==> src/rtl/ysyx_pkg.sv <==
// Shared types and constants for the ysyx multi-cycle sequencer.
package ysyx_pkg;

    localparam int STATE_W = 3;

    // Sequencer states, 3-bit encoding.
    typedef enum logic [STATE_W-1:0] {
        ST_RESET      = 3'd0,
        ST_FETCH_REQ  = 3'd1,
        ST_FETCH_WAIT = 3'd2,
        ST_EXEC       = 3'd3,
        ST_MEM_REQ    = 3'd4,
        ST_MEM_WAIT   = 3'd5,
        ST_WB         = 3'd6,
        ST_HALT_ERR   = 3'd7
    } state_t;

    // addi x0, x0, 0
    localparam logic [31:0] NOP_INST = 32'h00000013;

    // States in which the sequencer is waiting on a memory handshake.
    function automatic logic is_handshake(state_t s);
        return (s == ST_FETCH_REQ) || (s == ST_FETCH_WAIT) ||
               (s == ST_MEM_REQ)   || (s == ST_MEM_WAIT);
    endfunction

endpackage

==> src/rtl/ysyx_mc_ctrl_if.sv <==
// Instruction and data memory handshake bundle for the sequencer.
interface ysyx_mc_ctrl_if #(
    parameter int WIDTH = 32
);
    logic             ifu_req_valid;
    logic             ifu_req_ready;
    logic             ifu_rsp_valid;
    logic [31:0]      ifu_rsp_data;
    logic             ifu_rsp_err;

    logic             lsu_req_valid;
    logic             lsu_req_we;
    logic             lsu_req_ready;
    logic             lsu_rsp_valid;
    logic [WIDTH-1:0] lsu_rsp_data;
    logic             lsu_rsp_err;

    // Sequencer side.
    modport master (
        output ifu_req_valid,
        input  ifu_req_ready, ifu_rsp_valid, ifu_rsp_data, ifu_rsp_err,
        output lsu_req_valid, lsu_req_we,
        input  lsu_req_ready, lsu_rsp_valid, lsu_rsp_data, lsu_rsp_err
    );

    // Memory side.
    modport slave (
        input  ifu_req_valid,
        output ifu_req_ready, ifu_rsp_valid, ifu_rsp_data, ifu_rsp_err,
        input  lsu_req_valid, lsu_req_we,
        output lsu_req_ready, lsu_rsp_valid, lsu_rsp_data, lsu_rsp_err
    );
endinterface

==> src/rtl/ysyx_wdt.sv <==
// Handshake watchdog: counts cycles spent in one waiting state and flags
// expiry on the TIMEOUT-th cycle. TIMEOUT=0 removes the counter entirely.
module ysyx_wdt #(
    parameter int TIMEOUT = 0
) (
    input  logic clk,
    input  logic rst,
    input  logic restart,
    input  logic count_en,
    output logic expired
);

    generate
        if (TIMEOUT == 0) begin : g_off
            logic unused_inputs;
            assign unused_inputs = ^{clk, rst, restart, count_en};
            assign expired = 1'b0;
        end else begin : g_on
            localparam int CW = (TIMEOUT > 1) ? $clog2(TIMEOUT) : 1;
            logic [CW-1:0] cnt_reg;

            // Cleared on every state change; only advances while waiting.
            always_ff @(posedge clk) begin
                if (rst || restart) begin
                    cnt_reg <= '0;
                end else if (count_en) begin
                    cnt_reg <= cnt_reg + 1'b1;
                end
            end

            // The current cycle is the TIMEOUT-th one spent waiting.
            assign expired = count_en && (cnt_reg == CW'(TIMEOUT - 1));
        end
    endgenerate

endmodule

==> src/rtl/ysyx_mc_ctrl.sv <==
// Multi-cycle sequencer: fetch / exec / mem / writeback FSM with
// valid-ready memory handshakes, commit strobes, counters and watchdog.
module ysyx_mc_ctrl
    import ysyx_pkg::*;
#(
    parameter int WIDTH     = 32,
    parameter int CNT_WIDTH = 64,
    parameter int TIMEOUT   = 0
) (
    input  logic                 clk,
    input  logic                 rst,
    ysyx_mc_ctrl_if.master       bus,
    input  logic                 dec_is_load,
    input  logic                 dec_is_store,
    input  logic                 dec_rd_we,
    input  logic                 dec_csr_we,
    output logic [31:0]          inst,
    output logic [WIDTH-1:0]     load_data,
    output logic                 pc_we,
    output logic                 rf_we,
    output logic                 csr_we,
    output logic                 commit,
    output logic                 err,
    output logic [CNT_WIDTH-1:0] cycle_cnt,
    output logic [CNT_WIDTH-1:0] instret_cnt
);

    state_t                 state_reg, state_next;
    logic [31:0]            inst_reg;
    logic [WIDTH-1:0]       load_data_reg;
    logic [CNT_WIDTH-1:0]   cycle_cnt_reg;
    logic [CNT_WIDTH-1:0]   instret_cnt_reg;
    logic                   wdt_expired;

    ysyx_wdt #(.TIMEOUT(TIMEOUT)) u_wdt (
        .clk      (clk),
        .rst      (rst),
        .restart  (state_next != state_reg),
        .count_en (is_handshake(state_reg)),
        .expired  (wdt_expired)
    );

    // State register.
    always_ff @(posedge clk) begin
        if (rst) begin
            state_reg <= ST_RESET;
        end else begin
            state_reg <= state_next;
        end
    end

    // Next state, handshake requests and writeback strobes. A completing
    // handshake wins over a watchdog expiry in the same cycle.
    always_comb begin
        state_next        = state_reg;
        bus.ifu_req_valid = 1'b0;
        bus.lsu_req_valid = 1'b0;
        bus.lsu_req_we    = 1'b0;
        pc_we             = 1'b0;
        rf_we             = 1'b0;
        csr_we            = 1'b0;
        commit            = 1'b0;
        case (state_reg)
            ST_RESET: state_next = ST_FETCH_REQ;
            ST_FETCH_REQ: begin
                bus.ifu_req_valid = 1'b1;
                if (bus.ifu_req_ready)  state_next = ST_FETCH_WAIT;
                else if (wdt_expired)   state_next = ST_HALT_ERR;
            end
            ST_FETCH_WAIT: begin
                if (bus.ifu_rsp_valid)  state_next = bus.ifu_rsp_err ? ST_HALT_ERR : ST_EXEC;
                else if (wdt_expired)   state_next = ST_HALT_ERR;
            end
            ST_EXEC: state_next = (dec_is_load || dec_is_store) ? ST_MEM_REQ : ST_WB;
            ST_MEM_REQ: begin
                bus.lsu_req_valid = 1'b1;
                bus.lsu_req_we    = dec_is_store;
                if (bus.lsu_req_ready)  state_next = ST_MEM_WAIT;
                else if (wdt_expired)   state_next = ST_HALT_ERR;
            end
            ST_MEM_WAIT: begin
                if (bus.lsu_rsp_err)        state_next = ST_HALT_ERR;
                else if (bus.lsu_rsp_valid) state_next = ST_WB;
                else if (wdt_expired)       state_next = ST_HALT_ERR;
            end
            ST_WB: begin
                pc_we      = 1'b1;
                rf_we      = dec_rd_we;
                csr_we     = dec_csr_we;
                commit     = 1'b1;
                state_next = ST_FETCH_REQ;
            end
            ST_HALT_ERR: state_next = ST_HALT_ERR;
            default:     state_next = ST_RESET;
        endcase
    end

    // Instruction / load-data capture and the two performance counters.
    always_ff @(posedge clk) begin
        if (rst) begin
            inst_reg        <= '0;
            load_data_reg   <= '0;
            cycle_cnt_reg   <= '0;
            instret_cnt_reg <= '0;
        end else begin
            cycle_cnt_reg <= cycle_cnt_reg + CNT_WIDTH'(1);
            if (state_reg == ST_FETCH_WAIT && bus.ifu_rsp_valid && !bus.ifu_rsp_err) begin
                inst_reg <= bus.ifu_rsp_data;
            end
            if (state_reg == ST_MEM_WAIT && bus.lsu_rsp_valid && !bus.lsu_rsp_err && dec_is_load) begin
                load_data_reg <= bus.lsu_rsp_data;
            end
            if (state_reg == ST_WB) begin
                instret_cnt_reg <= instret_cnt_reg + CNT_WIDTH'(1);
            end
        end
    end

    assign inst        = inst_reg;
    assign load_data   = load_data_reg;
    assign err         = (state_reg == ST_HALT_ERR);
    assign cycle_cnt   = cycle_cnt_reg;
    assign instret_cnt = instret_cnt_reg;

endmodule

==> src/flat_wrapper.sv <==
// flat-port wrapper written by rule: the top's interface ports become plain ports
module ysyx_mc_ctrl_flat import ysyx_pkg::*;
#(
    parameter int WIDTH     = 32,
    parameter int CNT_WIDTH = 64,
    parameter int TIMEOUT   = 0
)
  (clk, rst, dec_is_load, dec_is_store, dec_rd_we, dec_csr_we, inst, load_data, pc_we, rf_we, csr_we, commit, err, cycle_cnt, instret_cnt, bus_ifu_req_valid, bus_ifu_req_ready, bus_ifu_rsp_valid, bus_ifu_rsp_data, bus_ifu_rsp_err, bus_lsu_req_valid, bus_lsu_req_we, bus_lsu_req_ready, bus_lsu_rsp_valid, bus_lsu_rsp_data, bus_lsu_rsp_err);
  ysyx_mc_ctrl_if #(.WIDTH(WIDTH)) bus_i ();
  input  logic clk;
  input  logic rst;
  input  logic dec_is_load;
  input  logic dec_is_store;
  input  logic dec_rd_we;
  input  logic dec_csr_we;
  output logic [31:0] inst;
  output logic [WIDTH-1:0] load_data;
  output logic pc_we;
  output logic rf_we;
  output logic csr_we;
  output logic commit;
  output logic err;
  output logic [CNT_WIDTH-1:0] cycle_cnt;
  output logic [CNT_WIDTH-1:0] instret_cnt;
  output wire logic [$bits(bus_i.ifu_req_valid)-1:0] bus_ifu_req_valid;
  input wire logic [$bits(bus_i.ifu_req_ready)-1:0] bus_ifu_req_ready;
  input wire logic [$bits(bus_i.ifu_rsp_valid)-1:0] bus_ifu_rsp_valid;
  input wire logic [$bits(bus_i.ifu_rsp_data)-1:0] bus_ifu_rsp_data;
  input wire logic [$bits(bus_i.ifu_rsp_err)-1:0] bus_ifu_rsp_err;
  output wire logic [$bits(bus_i.lsu_req_valid)-1:0] bus_lsu_req_valid;
  output wire logic [$bits(bus_i.lsu_req_we)-1:0] bus_lsu_req_we;
  input wire logic [$bits(bus_i.lsu_req_ready)-1:0] bus_lsu_req_ready;
  input wire logic [$bits(bus_i.lsu_rsp_valid)-1:0] bus_lsu_rsp_valid;
  input wire logic [$bits(bus_i.lsu_rsp_data)-1:0] bus_lsu_rsp_data;
  input wire logic [$bits(bus_i.lsu_rsp_err)-1:0] bus_lsu_rsp_err;
  assign bus_ifu_req_valid = bus_i.ifu_req_valid;
  assign bus_i.ifu_req_ready = bus_ifu_req_ready;
  assign bus_i.ifu_rsp_valid = bus_ifu_rsp_valid;
  assign bus_i.ifu_rsp_data = bus_ifu_rsp_data;
  assign bus_i.ifu_rsp_err = bus_ifu_rsp_err;
  assign bus_lsu_req_valid = bus_i.lsu_req_valid;
  assign bus_lsu_req_we = bus_i.lsu_req_we;
  assign bus_i.lsu_req_ready = bus_lsu_req_ready;
  assign bus_i.lsu_rsp_valid = bus_lsu_rsp_valid;
  assign bus_i.lsu_rsp_data = bus_lsu_rsp_data;
  assign bus_i.lsu_rsp_err = bus_lsu_rsp_err;
  ysyx_mc_ctrl #(.WIDTH(WIDTH), .CNT_WIDTH(CNT_WIDTH), .TIMEOUT(TIMEOUT)) u_core (.clk(clk), .rst(rst), .bus(bus_i), .dec_is_load(dec_is_load), .dec_is_store(dec_is_store), .dec_rd_we(dec_rd_we), .dec_csr_we(dec_csr_we), .inst(inst), .load_data(load_data), .pc_we(pc_we), .rf_we(rf_we), .csr_we(csr_we), .commit(commit), .err(err), .cycle_cnt(cycle_cnt), .instret_cnt(instret_cnt));
endmodule
==> config.mk <==
export PLATFORM = sky130hd
export DESIGN_NAME = ysyx_mc_ctrl_flat
export DESIGN_NICKNAME = d
export VERILOG_FILES = /design/src/rtl/ysyx_pkg.sv /design/src/rtl/ysyx_mc_ctrl_if.sv /design/src/rtl/ysyx_wdt.sv /design/src/rtl/ysyx_mc_ctrl.sv /design/src/flat_wrapper.sv
export SDC_FILE = /design/constraint.sdc
export NUM_CORES = 1
export LEC_CHECK = 0
export CORE_AREA = 4 4 105 181
export CTS_CLUSTER_SIZE = 20
export DETAILED_ROUTE_END_ITERATION = 8
export DIE_AREA = 0 0 109 185
export PLACE_DENSITY = 0.86
export SYNTH_ARGS = -nofsm -noshare
export SYNTH_HDL_FRONTEND = slang
export SYNTH_SLANG_ARGS = --single-unit
==> constraint.sdc <==
create_clock -name clk -period 2.9 [get_ports clk]
set_input_delay 0.58 -clock clk [delete_from_list [all_inputs] [get_ports clk]]
set_output_delay 0.58 -clock clk [all_outputs]
set_load 0.01 [all_outputs]
Word-level counts from Yosys, hierarchy flattened
Index checks and enable logic that the tools add are counted.
{ "totals": {"reg_bits": 195, "latchBits": 0, "ramBits": 0, "rom_bits": 0, "output_inout_bits": 200, "elab_cells": 43, "n_memories": 0} }
{ "classes": {"n_addsub": 2, "multipliers": 0, "div_mod_pow": 0, "order_cmp": 0, "eq_ne": 11, "n_shift": 0, "muxes": 14, "bitwise": 0, "reduce_logical": 11} }
{ "op_table": {"columns": ["cell", "n"], "rows": [
  ["adder 64 x 1 -> 64 bit (second input constant)", 2],
  ["case mux 3 bit (7 select lines)", 1],
  ["two-way mux 3 bit", 6],
  ["== test 3 bit (second input constant)", 4],
  ["== test 3 x 2 -> 1 bit (second input constant)", 2],
  ["two-way mux 1 bit", 6],
  ["!= test 2 bit (second input constant)", 3],
  ["logical AND 1 bit", 5],
  ["AND reduction 4 bit", 1],
  ["== test 3 x 1 -> 1 bit (second input constant)", 1],
  ["zero test 3 bit", 1],
  ["!= test 3 bit (second input constant)", 1],
  ["zero test 1 bit", 2],
  ["two-way mux 2 bit", 1],
  ["OR reduction 2 bit", 1],
  ["logical OR 1 bit", 1]
]} }

Longest topological paths before layout
{ "depth": {"depth_word": 4, "depth_mapped": 8, "mapped_depth_nobuf": 6} }

Hierarchy
A second synthesis with hierarchy kept.
{ "unflattened": {"cells_unflattened": 1065, "hier_area_um2": 8607.0} }
{ "modules_own_cells": {"columns": ["module", "n_inst", "cells_each", "area_each_um2", "seq_area_each_um2"], "rows": [
  ["ysyx_mc_ctrl", 1, 1063, 8595.7, 3903.7],
  ["ysyx_wdt", 1, 2, 11.3, 0.0]
]} }

Least setup slack after synthesis
Ideal clock, no wire load.
{ "synth_timing": {"path_type": "reg2reg", "start": "reg u_core.instret_cnt_reg[2], in the netlist u_core.instret_cnt[2]", "end": "reg u_core.instret_cnt_reg[63], in the netlist u_core.instret_cnt[63]", "setup_time_ns": 0.121, "t_arrival_ns": 1.934, "slack_ns": 0.846, "stages_incl_launch_ff": 7, "synth_period_minus_slack_ns": 2.054, "cell_sequence": "dfxtp_1 > nand4_4 > nor4b_4 > nand2_1 > buf_2 > nor4_1 > mux2_2"} }
{ "synth_via": {"elab_chain_len": 1} }
{ "synth_rtl": {"columns": ["element", "line", "rtl"], "rows": [
  ["from (decl)", "ysyx_mc_ctrl.sv:32", "logic [CNT_WIDTH-1:0] instret_cnt_reg;"],
  ["from (signal assigned)", "ysyx_mc_ctrl.sv:114", "instret_cnt_reg <= instret_cnt_reg + CNT_WIDTH'(1);"],
  ["adder 64 x 1 -> 64 bit", "ysyx_mc_ctrl.sv:114", null]
]} }
No other way between the ends.
A chain may end at the register's enable or synchronous reset.

Worst setup path in the final report
{ "layout_timing": {"start": "reg u_core.state_reg[1]", "end": "out rf_we"} }
{ "layout_via": {"elab_chain_len": 2} }
{ "layout_rtl": {"columns": ["element", "line", "rtl"], "rows": [
  ["from (decl)", "ysyx_mc_ctrl.sv:28", "state_t state_reg, state_next;"],
  ["from (signal assigned)", "ysyx_mc_ctrl.sv:48", "state_reg <= state_next;"],
  ["== test 3 bit", "ysyx_mc_ctrl.sv:63", "case (state_reg)"],
  ["two-way mux 1 bit", "ysyx_mc_ctrl.sv:63", null],
  ["to (decl)", "flat_wrapper.sv:19", "output logic rf_we;"]
]} }
No other way between the ends.

==> results.md <==
- Clock Tree Root: clkbuf_16
- Slew margin rel.: 55.2%
- Synth Net Count: 1,125
- Routability cong.: 0.880
- Number of global-route vias before repair: 8,525
- Post-DR vias/cell: 5.70
- Port bufs: 275
- Final Cell Area: 12,200 µm²
- MaxCap Viol Count: 0
- Share of layout cells above drive strength 1: 5.40%
- CTS H-tree lvls: 4
- Clock latency on the worst-skew pair: 0.44 ns
- Synth warnings: 0
- CP Depth: 4
- Critical R2R Launch: u_core.state_reg[1]
- Detailed-placement wirelength estimate: 19,600 µm
- Die Ht: 185 µm
- EDFF count, synth: 0
- Antenna viol nets, final: 0
- CTS resizes: 0
- Worst Path Buf+Inv: 2
- Cts bufs inserted: 17
- WL final: 26,900 µm
- Worst Setup Start Kind: flop
- Min Tclk post-route: 2.75 ns
- Biggest cell delay along the critical path: 0.60 ns
- Post-Place Cells: 1,513
- Largest net degree at the start of global routing: 65
- Critical-path top delay cell: dfxtp_1
- Final Hold Fails: 0
- Worst slew pin tran: 0.671 ns
- Lkg Pwr: 3.93 nW
- Worst reg-to-reg setup slack: 0.39 ns
- Crit Path Max Fanout: 12
- Cell taking the most area after synthesis: dfxtp_1
- WL/cell: 17.4 µm
- GRT overflow: 0
- Area share of the largest cell type after synthesis: 45.4%
- Hold Buf Count CTS: 0
- Initial antenna violation count: 0
- Iteration-0 DRC Markers: 502
- Crit path from: u_core.state_reg[1]
- Layout net count: 1,379
- HP Class: reg2reg
- Post-layout util: 69.3%
- Synth cell count leaders: dfxtp_1 (195), nand2_1 (174), a21oi_1 (131)
- Placed cell area: 11,600 µm²
- Post-CTS setup buffer count: 0
- Clk buf depth: 2
- Clk slew on worst S/H paths: 0.07 ns
- Cell Count, Final, Fillers Out: 1,545
- Number of fill cells: 1,347
- Io pins: 276
- CP Data Required Time: 2.32 ns
- RSZ-0062 raised after global routing: no
- Setup crit end kind: primary output
- Worst-path cell chain: nor3b_2 -> buf_4 -> and2_1 -> clkdlybuf4s50_1
- Placeable Area: 17,500 µm²
- DR pass1 iterations: 5
- Initial core utilization: 49.0%
- Syn Std Cell Area: 8600 µm²
- Fraction of registers with async set/reset: 0%
- Slew Viols, Final: 0
- Register area share after synthesis: 45.4%
- DRC viols: 0
- Setup violations, final: 0
- Pwr Density: 441 nW/µm²
- Crit Reg-Reg Endpoint: u_core.instret_cnt[63]
- Final period util: 94.9%
- Maximum vdd drop: 359 µV
- CP delay by family, top: buffers and inverters
- Hold path depth: 2
- Vias: 8,807
- Post-synthesis register bit count: 195
- Most common flop cell mapped by yosys: dfxtp_1
- Status: finished, final reports clean
- Netlist cell types: 47
- Total GRT Usage: 26.3%
- Post-Synthesis Cells: 1,047
- Most instantiated library cell after synthesis: dfxtp_1
- Critical path arrival: 2.17 ns
- Num rows: 64
- Avg Cell Area, Syn: 8.21 µm²
- Die area: 20,200 µm²
- Setup CP Type: reg2out
- Die width: 109 µm
- CTS tree: done
- Setup TNS: 0 ns
- # clock sinks: 195
- Antenna cells: 0
- Max Clk Rate: 363 MHz
- Critical Path Sink: rf_we
- First-pass GRT wire length: 42,700 µm
- Setup Skew: 0.00863 ns
- Reg2Reg Depth: 5
- P&R area growth vs syn: 41.3%
- Top cells by area, synth: dfxtp_1 (45%), a21oi_1 (7.6%), nand2_1 (7.6%)
[cells in the final DEF (no fill, tap or decap), drive strengths merged, types with 3 or more instances in the layout]
cell type and count:
a21oi 131, and2 8, and3 11, and4 13, buf 16, clkbuf 19
clkdlybuf4s50 274, clkinv 5, dfxtp 195, inv 21, mux2 3, nand2 175
nand2b 3, nand3 51, nand4 55, nor2 88, nor2b 5, nor3 14
nor4 18, nor4b 3, o21ai 37, o31ai 29, or3 36, or4 29
xnor2 18, xor2 39
[worst min-delay path, delay by kind of cell, from the launching register on]
kind,cells,cell delay [ns]
simple gates,1,0.05
compound gates,1,0.05
flops,1,0.31
[worst min path at each step]
stage	from	end	slack (ns)
detailed placement	u_core.load_data[20]	u_core.load_data[20]	0.45
finish	u_core.load_data[19]	u_core.load_data[19]	0.46
global route	u_core.load_data[18]	u_core.load_data[18]	0.47
CTS	u_core.load_data[20]	u_core.load_data[20]	0.46
floorplan	u_core.inst[0]	u_core.inst[0]	0.48
global placement	u_core.inst[1]	u_core.inst[1]	0.44
[per-layer routing]
| layer | part of all wire (%) | routed length [µm] | GRT usage (%) |
|---|---|---|---|
| met5 | 0 | 0 | 0 |
| met4 | 5.0 | 1360 | 13.4 |
| met3 | 7.1 | 1920 | 8.34 |
| met2 | 51 | 13800 | 44.9 |
| met1 | 37 | 9880 | 28.9 |
[layout make-up]
type | count | area (µm²) | share of cell area, %
Clock buffer | 19 | 443 | 3.64
Clock inverter | 13 | 146 | 1.20
Inverter | 16 | 60.1 | 0.494
Multi-Input combinational cell | 781 | 4420 | 36.4
Sequential cell | 195 | 3900 | 32.1
Tap cell | 231 | 289 | 2.38
Timing Repair Buffer | 290 | 2890 | 23.8
[logic make-up (layout without fill, tap and decap cells)]
logic type | Yosys count | count (layout) | synth area share [%]
mux | 5 | 5 | 0.626
flops | 195 | 195 | 45.4
buf+inv | 71 | 338 | 3.29
compound gates | 201 | 201 | 12.7
fa+ha+maj | 2 | 2 | 0.291
xor+xnor | 57 | 57 | 5.80
simple gates | 516 | 516 | 31.9
[power breakdown]
part,internal (mW),switching (mW)
Combinational,0.150,0.122
Sequential,2.69,0.0228
Clock,1.24,1.13
[metrics by stage]
step	hold WS, ns	power, mW	setup WS (ns)
floorplan	0.481	2.87	0.846
global placement	0.440	3.04	0.492
detailed placement	0.447	3.04	0.423
CTS	0.456	5.40	0.138
global route	0.470	5.52	0.0647
finish	0.455	5.36	0.149
Note: power is estimated with default switching activity, not from simulation.
